**src/rtl/downsample.sv**
```systemverilog
// downsample: receive-side I/Q boxcar decimator.
//   Averages each group of 2**RATIO_LOG2 valid sin/cos samples (round-half-up)
//   and emits one decimated pair per group with a single-cycle strobe.
// Ports:
//   clk        - system clock, rising-edge
//   rst        - asynchronous active-high reset
//   sin_in     - signed sin (I) input sample
//   cos_in     - signed cos (Q) input sample
//   input_val  - sin_in/cos_in valid this cycle
//   phase_clr  - synchronous group restart (realigns decimation phase)
//   sin_out    - averaged sin sample, held between strobes
//   cos_out    - averaged cos sample, held between strobes
//   val        - 1-cycle strobe: sin_out/cos_out updated this cycle
module downsample #(
  parameter int unsigned DATA_W     = 16,
  parameter int unsigned RATIO_LOG2 = 3
) (
  input  logic              clk,
  input  logic              rst,
  input  logic [DATA_W-1:0] sin_in,
  input  logic [DATA_W-1:0] cos_in,
  input  logic              input_val,
  input  logic              phase_clr,
  output logic [DATA_W-1:0] sin_out,
  output logic [DATA_W-1:0] cos_out,
  output logic              val
);

  generate
    if (RATIO_LOG2 < 1) begin : g_ratio_chk
      $error("downsample: RATIO_LOG2 must be >= 1");
    end
  endgenerate

  localparam int unsigned ACC_W = DATA_W + RATIO_LOG2;
  localparam logic [RATIO_LOG2-1:0] CNT_LAST = '1;
  localparam logic [RATIO_LOG2-1:0] CNT_ONE  = RATIO_LOG2'(1);

  logic [RATIO_LOG2-1:0] cnt_q;
  logic [ACC_W-1:0]      sin_acc_q, cos_acc_q;
  logic [DATA_W-1:0]     sin_out_q, cos_out_q;
  logic                  val_q;

  logic [ACC_W-1:0]      sin_ext, cos_ext;
  logic [ACC_W-1:0]      sin_sum, cos_sum;
  logic [DATA_W-1:0]     sin_avg_d, cos_avg_d;

  always_comb begin
    sin_ext = {{RATIO_LOG2{sin_in[DATA_W-1]}}, sin_in};
    cos_ext = {{RATIO_LOG2{cos_in[DATA_W-1]}}, cos_in};
    // cnt==0 starts a fresh group, so the stale accumulator is ignored.
    sin_sum = ((cnt_q == '0) ? '0 : sin_acc_q) + sin_ext;
    cos_sum = ((cnt_q == '0) ? '0 : cos_acc_q) + cos_ext;
    // (sum + 2**(R-1)) >>> R: adding half an LSB carries into the kept
    // bits exactly when bit R-1 of the sum is set.
    sin_avg_d = sin_sum[ACC_W-1:RATIO_LOG2]
              + {{(DATA_W-1){1'b0}}, sin_sum[RATIO_LOG2-1]};
    cos_avg_d = cos_sum[ACC_W-1:RATIO_LOG2]
              + {{(DATA_W-1){1'b0}}, cos_sum[RATIO_LOG2-1]};
  end

  always_ff @(posedge clk or posedge rst) begin
    if (rst) begin
      cnt_q     <= '0;
      sin_acc_q <= '0;
      cos_acc_q <= '0;
      sin_out_q <= '0;
      cos_out_q <= '0;
      val_q     <= 1'b0;
    end else begin
      val_q <= 1'b0;
      if (phase_clr) begin
        if (input_val) begin
          sin_acc_q <= sin_ext;
          cos_acc_q <= cos_ext;
          cnt_q     <= CNT_ONE;
        end else begin
          sin_acc_q <= '0;
          cos_acc_q <= '0;
          cnt_q     <= '0;
        end
      end else if (input_val) begin
        sin_acc_q <= sin_sum;
        cos_acc_q <= cos_sum;
        if (cnt_q == CNT_LAST) begin
          sin_out_q <= sin_avg_d;
          cos_out_q <= cos_avg_d;
          val_q     <= 1'b1;
          cnt_q     <= '0;
        end else begin
          cnt_q <= cnt_q + CNT_ONE;
        end
      end
    end
  end

  assign sin_out = sin_out_q;
  assign cos_out = cos_out_q;
  assign val     = val_q;

endmodule

```
**config.mk**
```make
export PLATFORM = sky130hd
export DESIGN_NAME = downsample
export DESIGN_NICKNAME = d
export VERILOG_FILES = /design/src/rtl/downsample.sv
export SDC_FILE = /design/constraint.sdc
export NUM_CORES = 1
export LEC_CHECK = 0
export BUFFER_PORTS_ARGS = -buffer_cell sky130_fd_sc_hd__buf_4
export CAP_MARGIN = 0
export CORE_ASPECT_RATIO = 2
export CORE_UTILIZATION = 55
export CTS_BUF_LIST = sky130_fd_sc_hd__clkbuf_4 sky130_fd_sc_hd__clkbuf_8 sky130_fd_sc_hd__clkbuf_16
export CTS_CLUSTER_DIAMETER = 30
export DETAILED_ROUTE_END_ITERATION = 7
export PLACE_DENSITY = 0.76
export SYNTH_ARGS = -nofsm -noshare
export SYNTH_HDL_FRONTEND = slang
export SYNTH_SLANG_ARGS = --single-unit
export TNS_END_PERCENT = 30
```
**constraint.sdc**
```tcl
create_clock -name clk -period 4.8 [get_ports clk]
set_input_delay 0.96 -clock clk [delete_from_list [all_inputs] [get_ports clk]]
set_output_delay 0.96 -clock clk [all_outputs]
set_load 0.1 [all_outputs]
```
Yosys cells after proc, flatten, opt, wreduce, memory -nomap -nowiden
Index checks and enable logic that the tools add are counted.
- add/sub/neg operators: 5
- equality and inequality tests: 1
- muxes and demuxes: 15
- bitwise gates (word level): 1
- reductions and logical operators: 3
- operators by type and width (operator ; count):
    $mux 19 ; 8
    $add 19x19->19 ; 2
    $add 16x1->16 ; 2
    $mux 3 ; 3
    $mux 1 ; 4
    $add 3x1->3 const B ; 1
    $eq 3x3->1 const B ; 1
    $logic_not 3->1 ; 1
    $reduce_and 3->1 ; 1
    $reduce_bool 2->1 ; 1
    $not 1->1 ; 1
- bits in registers: 74
- word-level logic and storage cells: 31

Longest topological paths before layout
Gate-level depths: netlist of run 1.
- depth in word-level cells: 5
- mapped depth: 18
- mapped depth without buffers: 17

Least setup slack after synthesis of run 1
No wires, ideal clock.
- path kind: reg-to-reg
- start point: register cnt_q[0]
- end point: register sin_out_q[15] (netlist: sin_out[15])
- data arrival time: 3.551 ns
- setup slack: 1.173 ns
- stages on the path, launching flop included: 17
- clock period less this slack: 3.627 ns
- cell sequence: dfrtp_1 > inv_1 > ha_1 > nand2b_1 > clkbuf_1 > clkbuf_1 > nand2_1 > fa_1 > and2b_1 > o2111ai_2 > a31o_2 > a311oi_1 > nor3b_2 > and4bb_2 > nand4_1 > xor3_1 > o21ai_1
- longest elaborated chain between the ends: 4
- ends and longest elaborated chain (item ; line ; text):
    start: declaration ; 39 ; logic [RATIO_LOG2-1:0] cnt_q;
    start signal: assignment ; 91 ; cnt_q <= cnt_q + CNT_ONE;
    $logic_not 3->1 ; 52 ; sin_sum = ((cnt_q == '0) ? '0 : sin_acc_q) + sin_ext;
    $mux 19 ; 52 ;
    $add 19x19->19 ; 52 ;
    $add 16x1->16 ; 57 ; + {{(DATA_W-1){1'b0}}, sin_sum[RATIO_LOG2-1]};
    end signal: assignment ; 86 ; sin_out_q <= sin_avg_d;
    end: declaration ; 41 ; logic [DATA_W-1:0] sin_out_q, cos_out_q;
Several ways; a longest one is shown, not always the timed one.
A chain may end at the register's enable or synchronous reset.

Final worst setup path of run 1
- start point: register cnt_q[0]
- end point: register cos_out_q[15] (netlist: cos_out[15])
- longest elaborated chain between the ends: 4
- ends and longest elaborated chain (item ; line ; text):
    $logic_not 3->1 ; 53 ; cos_sum = ((cnt_q == '0) ? '0 : cos_acc_q) + cos_ext;
    $mux 19 ; 53 ;
    $add 19x19->19 ; 53 ;
    $add 16x1->16 ; 59 ; + {{(DATA_W-1){1'b0}}, cos_sum[RATIO_LOG2-1]};
    end signal: assignment ; 87 ; cos_out_q <= cos_avg_d;
    end: declaration ; 41 ;
Several ways; a longest one is shown, not always the timed one.

==> metrics.cfg, run 1 <==
[timing]
fmax_mhz = 248
hold_violations = 0
final.setup.tns_ns = 0
drv_slew = 0
rsz0062_at_grt = no
fin_skew_ns = 0.00493
period_share_pct = 83.8
relSlewSlack_pct = 21.1
worstMarginPinSlew_ns = 1.18
setup_viol = 0
period_needed_ns = 4.02

[synth]
synthArstFlopShare_pct = 100
synth_cell_type_count = 64
synth_edf_count = 0
netlist_instances = 660
synth.cell_area_sq_um = 5690
yosysSeqAreaShare_pct = 32.5
ys.flop_type = dfrtp_1
syn_area_per_cell_sq_um = 8.62
ys_ff_latch = 74
syn_nets = 741
synth_warnings = 0

[final_layout]
drive_above_1_share_pct = 15.7
area_growth_pct = 15.8
nFillCells = 838
antenna-diode-count = 0
stdcell_area_sq_um = 6590
finish.utilization_pct = 65.3
layout.nets = 797

[power]
p_clk_share_pct = 27.6
power.internal_uw = 1430
p_seq_share_pct = 30.2
swShare_pct = 40.3
leakage_uw = 0.00315
p_comb_share_pct = 42.2
p_switching_uw = 965
p_per_area_nw_per_um2 = 364
ir_drop_uv = 308

[die]
start_util_pct = 56.4
die_x_um = 73.9
die_h_um = 146
rows = 52
ios = 69
die-area_sq_um = 10800
core_sq_um = 10100

[worst_setup_path]
worstPathRequired_ns = 5.04
path_cells = inv_1, ha_1, nand2b_1, buf_4, nand2_1, inv_1, ha_1, a211oi_2, nor2_1, o21ai_1, o21ai_1, xnor2_1, and4b_1, nand3_1, o311ai_1
crit_arrival_ns = 4.26
cp-start-kind = flop
worstRegToRegCells = 15
reg2reg_slack_ns = 0.78
rr_endpoint = cos_out[15]
r2r_start = cnt_q[0]
endpoint_kind = flop
critPathMaxStageDelay_ns = 0.47
cp_max_fo = 22
endpoint = cos_out[15]
crit_path_start = cnt_q[0]
crit_slowest_cell = xnor2_1
worstSetupPathType = reg2reg

[run]
drv_cap = 0

[placed_design]
placed_cell_area_sq_um = 6300
gp_congestion = 0.913
dpl.hpwl_um = 11000
port_buffers = 68

[global_route]
grt_overflow_total = 0
antenna_found_initial = 0
track_usage_pct = 29.3
grt_pass1_vias = 5331
grt_max_degree = 54
grt_pass1_wl_um = 24400

[routing]
drt_iter0_markers = 245
wirelength_um = 14900
remaining_drc_errors = 0
wl_per_cell_um = 17.3
vias_per_cell = 5.94
firstDrtPassIters = 5
routed-via-count = 5083
final_antenna_net_count = 0

[clocking]
path_clk_slew_ns = 0.06
clk-insertion-delay-late_ns = 0.34
cts_root_buffer = clkbuf_16
cts.sinks = 74
cts_buffer_depth = 2
htreeDepth = 3
ctsResizeCount = 0
cts_tree = yes
cts_setup_buffers = 0
postCtsHoldBufs = 0
cts_buffers = 9

[outcome]
outcome = finished, final reports clean

[hold_path]
min_from = sin_out[13]
hold_path.class = reg2reg

critical path: cells and delay by family (launching register included):
kind / cells / cell delay (ns)
flops: 1 / 0.37
simple gates: 5 / 0.99
compound gates: 4 / 1.16
xor+xnor: 1 / 0.47
buf+inv: 3 / 0.47
fa+ha+maj: 2 / 0.45
synth_stat cells, types with 3 or more instances:
master / instances / area (sq um)
o31ai_1: 3 / 22.5
dfrtp_1: 74 / 1850
a21oi_1: 18 / 90.1
o21a_1: 6 / 45.0
or2_2: 3 / 18.8
a21o_1: 11 / 82.6
xor2_1: 24 / 210
and2_1: 38 / 238
o21ai_0: 83 / 415
clkbuf_1: 26 / 97.6
nor2_1: 26 / 97.6
ha_1: 43 / 538
or3_1: 3 / 18.8
nand2b_1: 5 / 31.3
nand2_1: 114 / 428
a31oi_1: 4 / 25.0
o21ai_1: 6 / 30.0
nor3_1: 4 / 20.0
xnor2_1: 29 / 254
nand4_1: 9 / 56.3
and4b_1: 4 / 40.0
mux2i_1: 32 / 320
nand3_1: 13 / 65.1
inv_1: 20 / 75.1
a211oi_1: 4 / 30.0
o211ai_1: 5 / 37.5
a311oi_1: 3 / 26.3
registers in the layout, indices dropped and copies added, names as in the netlist:
name and count:
cos_out 16, sin_out 16, sin_acc_q 19, val 1
cnt_q 3, cos_acc_q 19
stage by stage:
step                      total power (uW)  hold WS, ns  setup slack [ns]  std cells
after detailed placement              1730        0.475             0.763        840
after floorplan                       1480        0.506              1.17        660
final                                 2400        0.486             0.775        856
after global placement                1700        0.464             0.870        840
after global routing                  2520        0.516             0.480        856
after CTS                             2400        0.489             0.786        856
power groups by stage:
stage / combinational, uW / sequential (uW) / clock (uW)
after floorplan: 678 / 807 / 0
after global placement: 972 / 728 / 0
after detailed placement: 1000 / 733 / 0
after CTS: 1010 / 722 / 670
final: 1010 / 723 / 662
after global routing: 1100 / 730 / 688
cells in the final DEF (no fill, tap or decap), drive strengths merged, types with 11 or more instances in the layout:
| master | Yosys | routed |
|---|---|---|
| o21ai | 89 | 89 |
| buf | 3 | 74 |
| xor2 | 24 | 24 |
| dfrtp | 74 | 74 |
| nor2 | 26 | 26 |
| a21oi | 20 | 20 |
| inv | 20 | 23 |
| xnor2 | 30 | 30 |
| ha | 43 | 43 |
| nand2 | 114 | 114 |
| nand3 | 13 | 13 |
| and2 | 38 | 38 |
| mux2i | 32 | 32 |
| a21o | 11 | 11 |
how the worst min path moves through the flow:
stage / slack (ns) / cells after the start / end
after floorplan: 0.51 / 2 / cnt_q[2]
after detailed placement: 0.47 / 2 / cos_out[0]
after global placement: 0.46 / 2 / sin_out[0]
after global routing: 0.52 / 2 / cos_out[4]
after CTS: 0.49 / 2 / cos_out[0]
final: 0.49 / 2 / sin_out[13]
metal layers:
layer  wire [um]  GRT usage, %  share of wire, %  vias to the layer above
met4        1000          20.4               6.8                        0
met5           0             0                 0                        -
met1        5200          28.4                35                     2433
li1            -             -                 -                     2442
met2        8220          54.3                55                      145
met3         426          3.25               2.9                       63
cell families (layout without fill, tap and decap cells):
kind of cell | after synthesis | count (layout) | synth area share (%)
AND/OR/NAND/NOR | 236 | 236 | 20.3
AO/OA/AOI/OAI | 168 | 168 | 19.1
flip-flops | 74 | 74 | 32.5
XOR/XNOR | 55 | 55 | 8.86
buffers and inverters | 49 | 110 | 3.28
adder cells (fa/ha/maj) | 45 | 45 | 10.2
multiplexers | 33 | 33 | 5.83
cell type report:
cell class	instances	area (sq um)	area share [%]
Timing Repair Buffer	74	556	8.43
Tap cell	135	169	2.56
Inverter	20	75.1	1.14
Clock inverter	7	61.3	0.930
Sequential cell	74	1850	28.1
Clock buffer	9	225	3.42
Multi-Input combinational cell	537	3650	55.4
(Power assumes the default switching activity.)
==> inputs of run 2 (changes only) <==
--- a/config.mk
+++ b/config.mk
@@ -5,14 +5,15 @@
 export SDC_FILE = /design/constraint.sdc
 export NUM_CORES = 1
 export LEC_CHECK = 0
+export ABC_AREA = 1
 export BUFFER_PORTS_ARGS = -buffer_cell sky130_fd_sc_hd__buf_4
 export CAP_MARGIN = 0
 export CORE_ASPECT_RATIO = 2
-export CORE_UTILIZATION = 55
+export CORE_UTILIZATION = 54
 export CTS_BUF_LIST = sky130_fd_sc_hd__clkbuf_4 sky130_fd_sc_hd__clkbuf_8 sky130_fd_sc_hd__clkbuf_16
 export CTS_CLUSTER_DIAMETER = 30
 export DETAILED_ROUTE_END_ITERATION = 7
-export PLACE_DENSITY = 0.76
+export PLACE_DENSITY = 0.77
 export SYNTH_ARGS = -nofsm -noshare
 export SYNTH_HDL_FRONTEND = slang
 export SYNTH_SLANG_ARGS = --single-unit
==> constraint.sdc (replaced) <==
create_clock -name clk -period 3.5 [get_ports clk]
set_input_delay 0.7 -clock clk [delete_from_list [all_inputs] [get_ports clk]]
set_output_delay 0.7 -clock clk [all_outputs]
set_load 0.1 [all_outputs]
==> metrics.cfg, run 2 <==
[outcome]
outcome = complete, but fails checks
violations = design-rule violations

[routing]
vias_per_cell = 5.43
firstDrtPassIters = 7
remaining_drc_errors = 2
final_antenna_net_count = 0
wl_per_cell_um = 16.1
wirelength_um = 19000
routed-via-count = 6405
drt_iter0_markers = 295

[timing]
rsz0062_at_grt = no
whs_ns = 0.336
fin_skew_ns = 0.0116
finalWorstSetupSlack_ns = 0.286
final.setup.tns_ns = 0
setup_viol = 0
drv_slew = 0
worstMarginPinSlew_ns = 0.561
period_needed_ns = 3.21
relSlewSlack_pct = 62.5
period_share_pct = 91.8
fmax_mhz = 311
hold_violations = 0

[die]
rows = 55
core_sq_um = 11300
die_x_um = 77.9
ios = 69
die-area_sq_um = 12000
start_util_pct = 55.1
die_h_um = 154

[clocking]
clk-insertion-delay-late_ns = 0.34
postCtsHoldBufs = 0
cts_root_buffer = clkbuf_16
cts.sinks = 74
cts_tree = yes
htreeDepth = 3
cts_buffers = 9
cts_buffer_depth = 2
path_clk_slew_ns = 0.07

[worst_setup_path]
cp-start-kind = flop
endpoint_kind = flop
cpLargestDelayFamily = simple AND/OR/NAND/NOR gates
crit_top_cell = nand2_1
reg2reg_slack_ns = 0.29
critPathMaxStageDelay_ns = 0.40
worstSetupPathType = reg2reg
worstPathRequired_ns = 3.73
cp_max_fo = 4
crit_arrival_ns = 3.45
path_cells = inv_1, ha_1, nand2_1, inv_2, nor2_1, ha_1, inv_1, fa_1, inv_1, nand3_1, nand3_1, nand2_1, nand2_1, nand2_1, nand2_1, nand2_1, nand2_1, nand2_1, nor2_2, nand3_1, nand2_1, nand2_1, nand2_1, nand2_1
critical_path_buf_inv_count = 4
crit_slowest_cell = fa_1

[global_route]
gr-usage-met2_pct = 65.1
grt_overflow_total = 0
grt_use_met3_pct = 3.80
grt_pass1_wl_um = 30000
antenna_found_initial = 0
track_usage_pct = 33.1
grt_pass1_vias = 6380
met1_usage_pct = 30.2
grt_max_degree = 32
top_usage_layer = met2

[synth]
synth.cell_area_sq_um = 6220
synth_edf_count = 0
syn_area_per_cell_sq_um = 6.48
synthArstFlopShare_pct = 100
synth_cell_type_count = 33
synth_area_leaders = dfrtp_1, nand2_1, inv_1
ys.flop_type = dfrtp_1
yosysSeqAreaShare_pct = 29.8
synthMostInstantiatedCell = nand2_1
syn_nets = 1040
ys_ff_latch = 74
synth_commonest_cells = nand2_1, inv_1, nor2_1, dfrtp_1, nand3_1
netlist_instances = 959
synth_top_area_share_pct = 29.8
synth_top_area_cell = dfrtp_1
synth_warnings = 0

[final_layout]
finalNonFillerCells = 1180
drive_above_1_share_pct = 12.4
final_common_cell = nand2_1
antenna-diode-count = 0
final_cell_mix = nand2_1, inv_1, nor2_1
biggestRegsByFlops = cos_acc_q x19, sin_acc_q x19
area_growth_pct = 17.1
layout.nets = 1114
nFillCells = 1083

[power]
leakage_uw = 0.00408
total_power_uw = 3980
p_per_area_nw_per_um2 = 547
ir_drop_uv = 273

[placed_design]
gp_congestion = 0.969
dpl.hpwl_um = 14800
port_buffers = 68
place_inst = 1164
dp_slack_ns = 0.202

[run]
drv_cap = 0

[hold_path]
hold_path.class = in2async

[run 2: cell count changes after synthesis, moves of 26 or more]
cell and change:
nand2_1 +223, o221ai_1 +27, o21ai_0 -62, mux2i_1 -32, and2_1 -35, inv_1 +146, nand3_1 +46, xnor2_1 -26
nor2_1 +57
[run 2: stage by stage]
stage,utilization [%],area (sq um)
after global routing,64.5,7280
after global placement,61.4,6920
after floorplan,-,6220
after CTS,64.3,7260
final,64.5,7280
after detailed placement,61.4,6920
[run 2: cells by family after synthesis]
family	count (synthesis)	share of synthesized area, %
simple gates	532	36.2
buf+inv	188	11.6
compound gates	105	10.9
flops	74	29.8
fa+ha+maj	45	9.30
xor+xnor	15	2.23
[run 2: where the power goes]
| part | total (uW) | switching, uW | internal, uW |
|---|---|---|---|
| Clock | 1060 | 409 | 653 |
| Combinational | 1890 | 1360 | 535 |
| Sequential | 1030 | 57.2 | 974 |
| Total | 3980 | 1820 | 2160 |
[run 2: final timing paths]
kind,start,to,cells after the start
max reg2reg,cnt_q[0],cos_out[14],24
max,cnt_q[0],cos_out[14],24
min,rst,val,2
min reg2reg,cos_out[12],cos_out[12],2
min in group clk,cos_out[12],cos_out[12],2
max in group asynchronous,rst,cnt_q[2],3
[run 2: layout make-up]
type / count / area [sq um] / share of cell area [%]
clock buffers: 10 / 239 / 3.28
clock inverters: 6 / 96.3 / 1.32
inverters: 169 / 636 / 8.73
multi-input cells: 697 / 3660 / 50.2
flip-flops and latches: 74 / 1850 / 25.4
well taps: 142 / 178 / 2.44
repair buffers: 82 / 623 / 8.56
[run 2: timing repair]
action,4_1_cts,5_1_grt
setup buffers,0,0
endpoints found under the setup margin,0,14
gates resized for setup,0,7
[run 2: routing by layer]
metal	vias up	routed length, um
li1	3198	-
met1	2950	6380
met2	184	10700
met3	73	647
met4	0	1270
met5	-	0
